$ cat src/rtl/filter_sched.sv
// Frame-synchronous filter-mode scheduler: queues keypad mode requests and commits them at frame start.
// Optional auto-cycle (dwell timer + code-8 toggle) is built only when FILTER_SCHED_AUTO_EN is defined.
module filter_sched #(
    parameter int NUM_MODES = 6,
    parameter int EDGE_MODE = 5,
    parameter int AUTO_MS   = 2000
) (
    input  logic       clk,
    input  logic       rst,
    input  logic       i_pls_1k,
    input  logic       i_key_valid,
    input  logic [4:0] i_bcd_data,
    input  logic       i_frame_start,
    output logic [2:0] o_mode,
    output logic       o_mode_chg,
    output logic       o_pending,
    output logic       o_auto,
    output logic       o_edgeon,
    output logic [3:0] o_disp
);

    // state = {auto, pending}; the outputs o_auto/o_pending are the state bits themselves
    localparam logic [1:0] MANUAL_IDLE = 2'b00;
    localparam logic [1:0] MANUAL_PEND = 2'b01;
    localparam logic [1:0] AUTO_IDLE   = 2'b10;
    localparam logic [1:0] AUTO_PEND   = 2'b11;

    logic [1:0] state;
    logic [1:0] state_nxt;
    logic [2:0] req_mode;
    logic [2:0] req_nxt;
    logic [2:0] mode_nxt;
    logic [2:0] auto_req;
    logic       key_sel;
    logic       key_tog;
    logic       expire;
    logic       commit;
    logic       pend_nxt;
    logic       auto_nxt;

    assign key_sel   = i_key_valid && (i_bcd_data < 5'(NUM_MODES));
    assign o_pending = state[0];
    assign o_auto    = state[1];

`ifdef FILTER_SCHED_AUTO_EN
    logic [15:0] cnt;
    logic        cnt_hit;

    assign key_tog  = i_key_valid && (i_bcd_data == 5'd8);
    assign cnt_hit  = state[1] && i_pls_1k && (cnt == 16'(AUTO_MS - 1));
    // a manual key or a toggle in the expiry cycle takes precedence over the timer
    assign expire   = cnt_hit && !key_sel && !key_tog;
    assign auto_req = (o_mode == 3'(NUM_MODES - 1)) ? 3'd0 : o_mode + 3'd1;

    always_ff @(posedge clk or posedge rst) begin
        if (rst) begin
            cnt <= '0;
        end else if (key_tog && !state[1]) begin
            cnt <= '0;
        end else if (state[1] && i_pls_1k) begin
            cnt <= cnt_hit ? 16'd0 : cnt + 16'd1;
        end
    end
`else
    logic unused_pls;

    assign unused_pls = i_pls_1k;
    assign key_tog    = 1'b0;
    assign expire     = 1'b0;
    assign auto_req   = 3'd0;
`endif

    always_comb begin
        req_nxt  = req_mode;
        pend_nxt = state[0];
        auto_nxt = state[1];
        if (key_sel) begin
            req_nxt  = i_bcd_data[2:0];
            pend_nxt = 1'b1;
            auto_nxt = 1'b0;
        end else begin
            if (key_tog) begin
                auto_nxt = !state[1];
            end
            if (expire) begin
                req_nxt  = auto_req;
                pend_nxt = 1'b1;
            end
        end
        // the newest request of this cycle is the one committed at a coincident frame start
        commit   = i_frame_start && pend_nxt;
        mode_nxt = commit ? req_nxt : o_mode;
        if (commit) begin
            pend_nxt = 1'b0;
        end
        case ({auto_nxt, pend_nxt})
            2'b00:   state_nxt = MANUAL_IDLE;
            2'b01:   state_nxt = MANUAL_PEND;
            2'b10:   state_nxt = AUTO_IDLE;
            default: state_nxt = AUTO_PEND;
        endcase
    end

    always_ff @(posedge clk or posedge rst) begin
        if (rst) begin
            state      <= MANUAL_IDLE;
            req_mode   <= '0;
            o_mode     <= '0;
            o_mode_chg <= 1'b0;
            o_edgeon   <= (EDGE_MODE == 0);
            o_disp     <= '0;
        end else begin
            state      <= state_nxt;
            req_mode   <= req_nxt;
            o_mode     <= mode_nxt;
            o_mode_chg <= commit && (req_nxt != o_mode);
            o_edgeon   <= (mode_nxt == 3'(EDGE_MODE));
            o_disp     <= {1'b0, state_nxt[0] ? req_nxt : mode_nxt};
        end
    end

endmodule
$ cat config.mk
export PLATFORM = sky130hd
export DESIGN_NAME = filter_sched
export DESIGN_NICKNAME = d
export VERILOG_FILES = /design/src/rtl/filter_sched.sv
export SDC_FILE = /design/constraint.sdc
export NUM_CORES = 1
export LEC_CHECK = 0
export ABC_CLOCK_PERIOD_IN_PS = 1400
export BUFFER_PORTS_ARGS = -buffer_cell sky130_fd_sc_hd__buf_4
export CAP_MARGIN = 15
export CORE_MARGIN = 3
export CORE_UTILIZATION = 47
export CTS_CLUSTER_SIZE = 24
export DETAILED_ROUTE_END_ITERATION = 16
export GPL_TIMING_DRIVEN = 0
export PLACE_DENSITY = 0.83
export SLEW_MARGIN = 25
export SYNTH_ARGS = -nofsm -noshare
export SYNTH_HDL_FRONTEND = slang
export SYNTH_SLANG_ARGS = --single-unit
$ cat constraint.sdc
create_clock -name clk -period 1.4 [get_ports clk]
set_input_delay 0.28 -clock clk [delete_from_list [all_inputs] [get_ports clk]]
set_output_delay 0.28 -clock clk [all_outputs]
set_load 0.01 [all_outputs]
==> impl_metrics.py <==
metrics = {
    "final_layout": {
        "fin_util_pct": 69.1,
        "drive_above_1_share_pct": 46.8,
        "num-fill-cells": 95,
        "antenna_cells": 0,
        "nets": 88,
        "instances_no_fill": 91,
        "final_area_sq_um": 820,
        "mostFrequentLayoutCells": "19 x buf_4, 12 x dfrtp_1, 6 x nand2_1",
        "final_common_cell": "buf_4",
        "syn_to_final_growth_pct": 29.4,
    },
    "synth": {
        "synth_edf_count": 0,
        "synthMuxAreaShare_pct": 7.71,
        "synth-simple-area-share_pct": 18.6,
        "synth_compound_area_share_pct": 16.0,
        "synthCells": 55,
        "async_flop_share_pct": 100,
        "syn_area_sq_um": 633,
        "synth_xor_area_share_pct": 2.77,
        "ys_seq_area_share_pct": 51.4,
        "synth.distinct_cells": 27,
        "synthesis.nets": 65,
        "synth_top_family_by_area": "simple AND/OR/NAND/NOR gates",
        "yosys_register_bits": 13,
        "yosys.area_share.adder_pct": 0,
        "yosysWarnings": 0,
        "ys.flop_type": "dfrtp_1",
        "postSynthAreaPerCell_sq_um": 11.5,
    },
    "power_and_ir_drop": {
        "clkPwrFrac_pct": 17.8,
        "vdd_drop_max_mv": 1.00,
        "p_int_uw": 822,
        "total_power_mw": 1.20,
        "power_switching_uw": 378,
        "power_density_nw_per_um2": 1460,
        "p_leak_nw": 0.394,
        "sequentialPowerShare_pct": 45.6,
        "combPwrFrac_pct": 36.5,
        "sw_frac_of_total_pct": 31.5,
    },
    "placement": {
        "placed_area_sq_um": 786,
        "hpwl_um": 942,
        "place_ws_ps": -191,
        "place_inst": 87,
        "place_congestion": 0.750,
        "io_buffer_count": 18,
    },
    "clock_network": {
        "clock-root-buffer": "clkbuf_4",
        "cts-hold-fix-buffers": 0,
        "cts_tree": "built",
        "htree_levels": 1,
        "clock_latency_ps": 260,
        "clock_sinks": 13,
        "cts_made_buffers": 3,
        "cts_buffer_depth": 2,
        "path_clk_slew_ps": 80,
    },
    "setup_path": {
        "critPathRequiredTime_ps": 1550,
        "endpoint_kind": "flop",
        "crit-reg2reg-launch": "o_mode[0]$_DFF_PP0_",
        "cp-start-kind": "input port",
        "crit_fanout": 7,
        "arrival_ps": 1450,
        "critical_path.startpoint": "i_bcd_data[3]",
        "critPathKind": "input port to flop",
    },
    "job": {
        "max_cap_violations": 0,
    },
    "sta": {
        "max_freq_mhz": 767,
        "drv_slew": 0,
        "setup_viol": 0,
        "rsz0062_at_grt": "no",
        "setup_ws_ps": 96.5,
        "worst_clock_skew_ps": 5.20,
        "finalCritPeriodShare_pct": 93.1,
        "setup_tns_ps": 0,
        "finalHoldViolCount": 0,
        "fin_crit_ps": 1300,
        "hold-worst-slack_ps": 37.5,
    },
    "route": {
        "dr_wl_met3_um": 84,
        "avgViaCountPerCell": 5.36,
        "vias": 488,
        "wl_per_cell_um": 12.9,
        "routed.top_layer": "met4",
        "antenna_left": 0,
        "met2_length_um": 570,
        "routed_wl_um": 1170,
        "drt-met1-wl_um": 501,
        "initialDrtViolationCount": 5,
        "drc_errors": 0,
        "first_pass_iters": 4,
    },
    "run_status": {
        "status": "finished clean",
    },
    "floorplanning": {
        "die_h_um": 42.7,
        "core_area_sq_um": 1190,
        "dieWidth_um": 42.7,
        "num_rows": 12,
        "initial_utilization_pct": 53.4,
        "pin_count": 21,
        "die_area_sq_um": 1820,
    },
    "global_routing": {
        "grt_pass1_wl_um": 1950,
        "grt_antenna_before_repair": 0,
        "grt_pass1_vias": 428,
        "track_usage_pct": 14.2,
        "grt_max_degree": 14,
        "gr-total-overflow": 0,
    },
    "hold_path": {
        "hold_path.class": "input port to asynchronous set/reset pin",
    },
}
[flip-flops by register name (all words and copies together), names as in the netlist]
name,flops
o_disp,3
o_edgeon,1
o_mode,3
o_mode_chg,1
req_mode,3
state,2
[cell families after synthesis]
family / after synthesis
AO/OA/AOI/OAI: 14
XOR/XNOR: 2
buffers and inverters: 4
flip-flops: 13
multiplexers: 4
other: 1
AND/OR/NAND/NOR: 17
[area by class of cell]
type	instances	area, sq um	area share, %
inverters	3	11.3	1.37
repair buffers	18	135	16.5
clock buffers	4	26.3	3.21
plain buffers	1	7.51	0.916
multi-input cells	38	295	36.0
well taps	14	17.5	2.14
flip-flops and latches	13	327	39.8
[power groups by stage]
stage,Combinational [mW],Sequential (mW),Clock (mW)
floorplan,0.206,0.573,0
global route,0.486,0.564,0.239
global placement,0.413,0.545,0
finish,0.439,0.548,0.214
detailed placement,0.425,0.551,0
CTS,0.427,0.544,0.217
[worst max-delay path: stages]
cell	delay, ps
buf_4	130
nor3b_4	270
a21o_2	230
and2_2	190
mux2_2	340
[timing repair]
action,CTS,global route
gates resized for setup,0,3
endpoints found under the setup margin,0,1
buffers inserted,0,0
[metal layers]
metal,global-route usage [%],vias to the layer above
met2,24.3,13
li1,-,241
met1,17.6,232
met4,3.73,0
met5,0,-
met3,3.39,2
[final timing paths]
kind	depth (start not counted)	slack, ps	end
max	5	100	o_mode[1]$_DFF_PP0_
min	2	40	o_mode_chg$_DFF_PP0_
max reg2reg	4	130	o_mode_chg$_DFF_PP0_
min reg2reg	1	490	state[1]$_DFF_PP0_
max in group asynchronous	2	1010	o_mode[0]$_DFF_PP0_
min in group clk	2	210	state[0]$_DFF_PP0_
[cells in the mapped netlist (2+ instances only)]
library cell / number / area, sq um
dfrtp_1: 13 / 325
nand2_1: 6 / 22.5
o21ai_0: 4 / 20.0
inv_1: 3 / 11.3
mux2_2: 3 / 33.8
a21oi_1: 2 / 10.0
nand3_1: 2 / 10.0
nor4b_2: 2 / 30.0
xnor2_1: 2 / 17.5
Note: power is estimated with default switching activity, not from simulation.
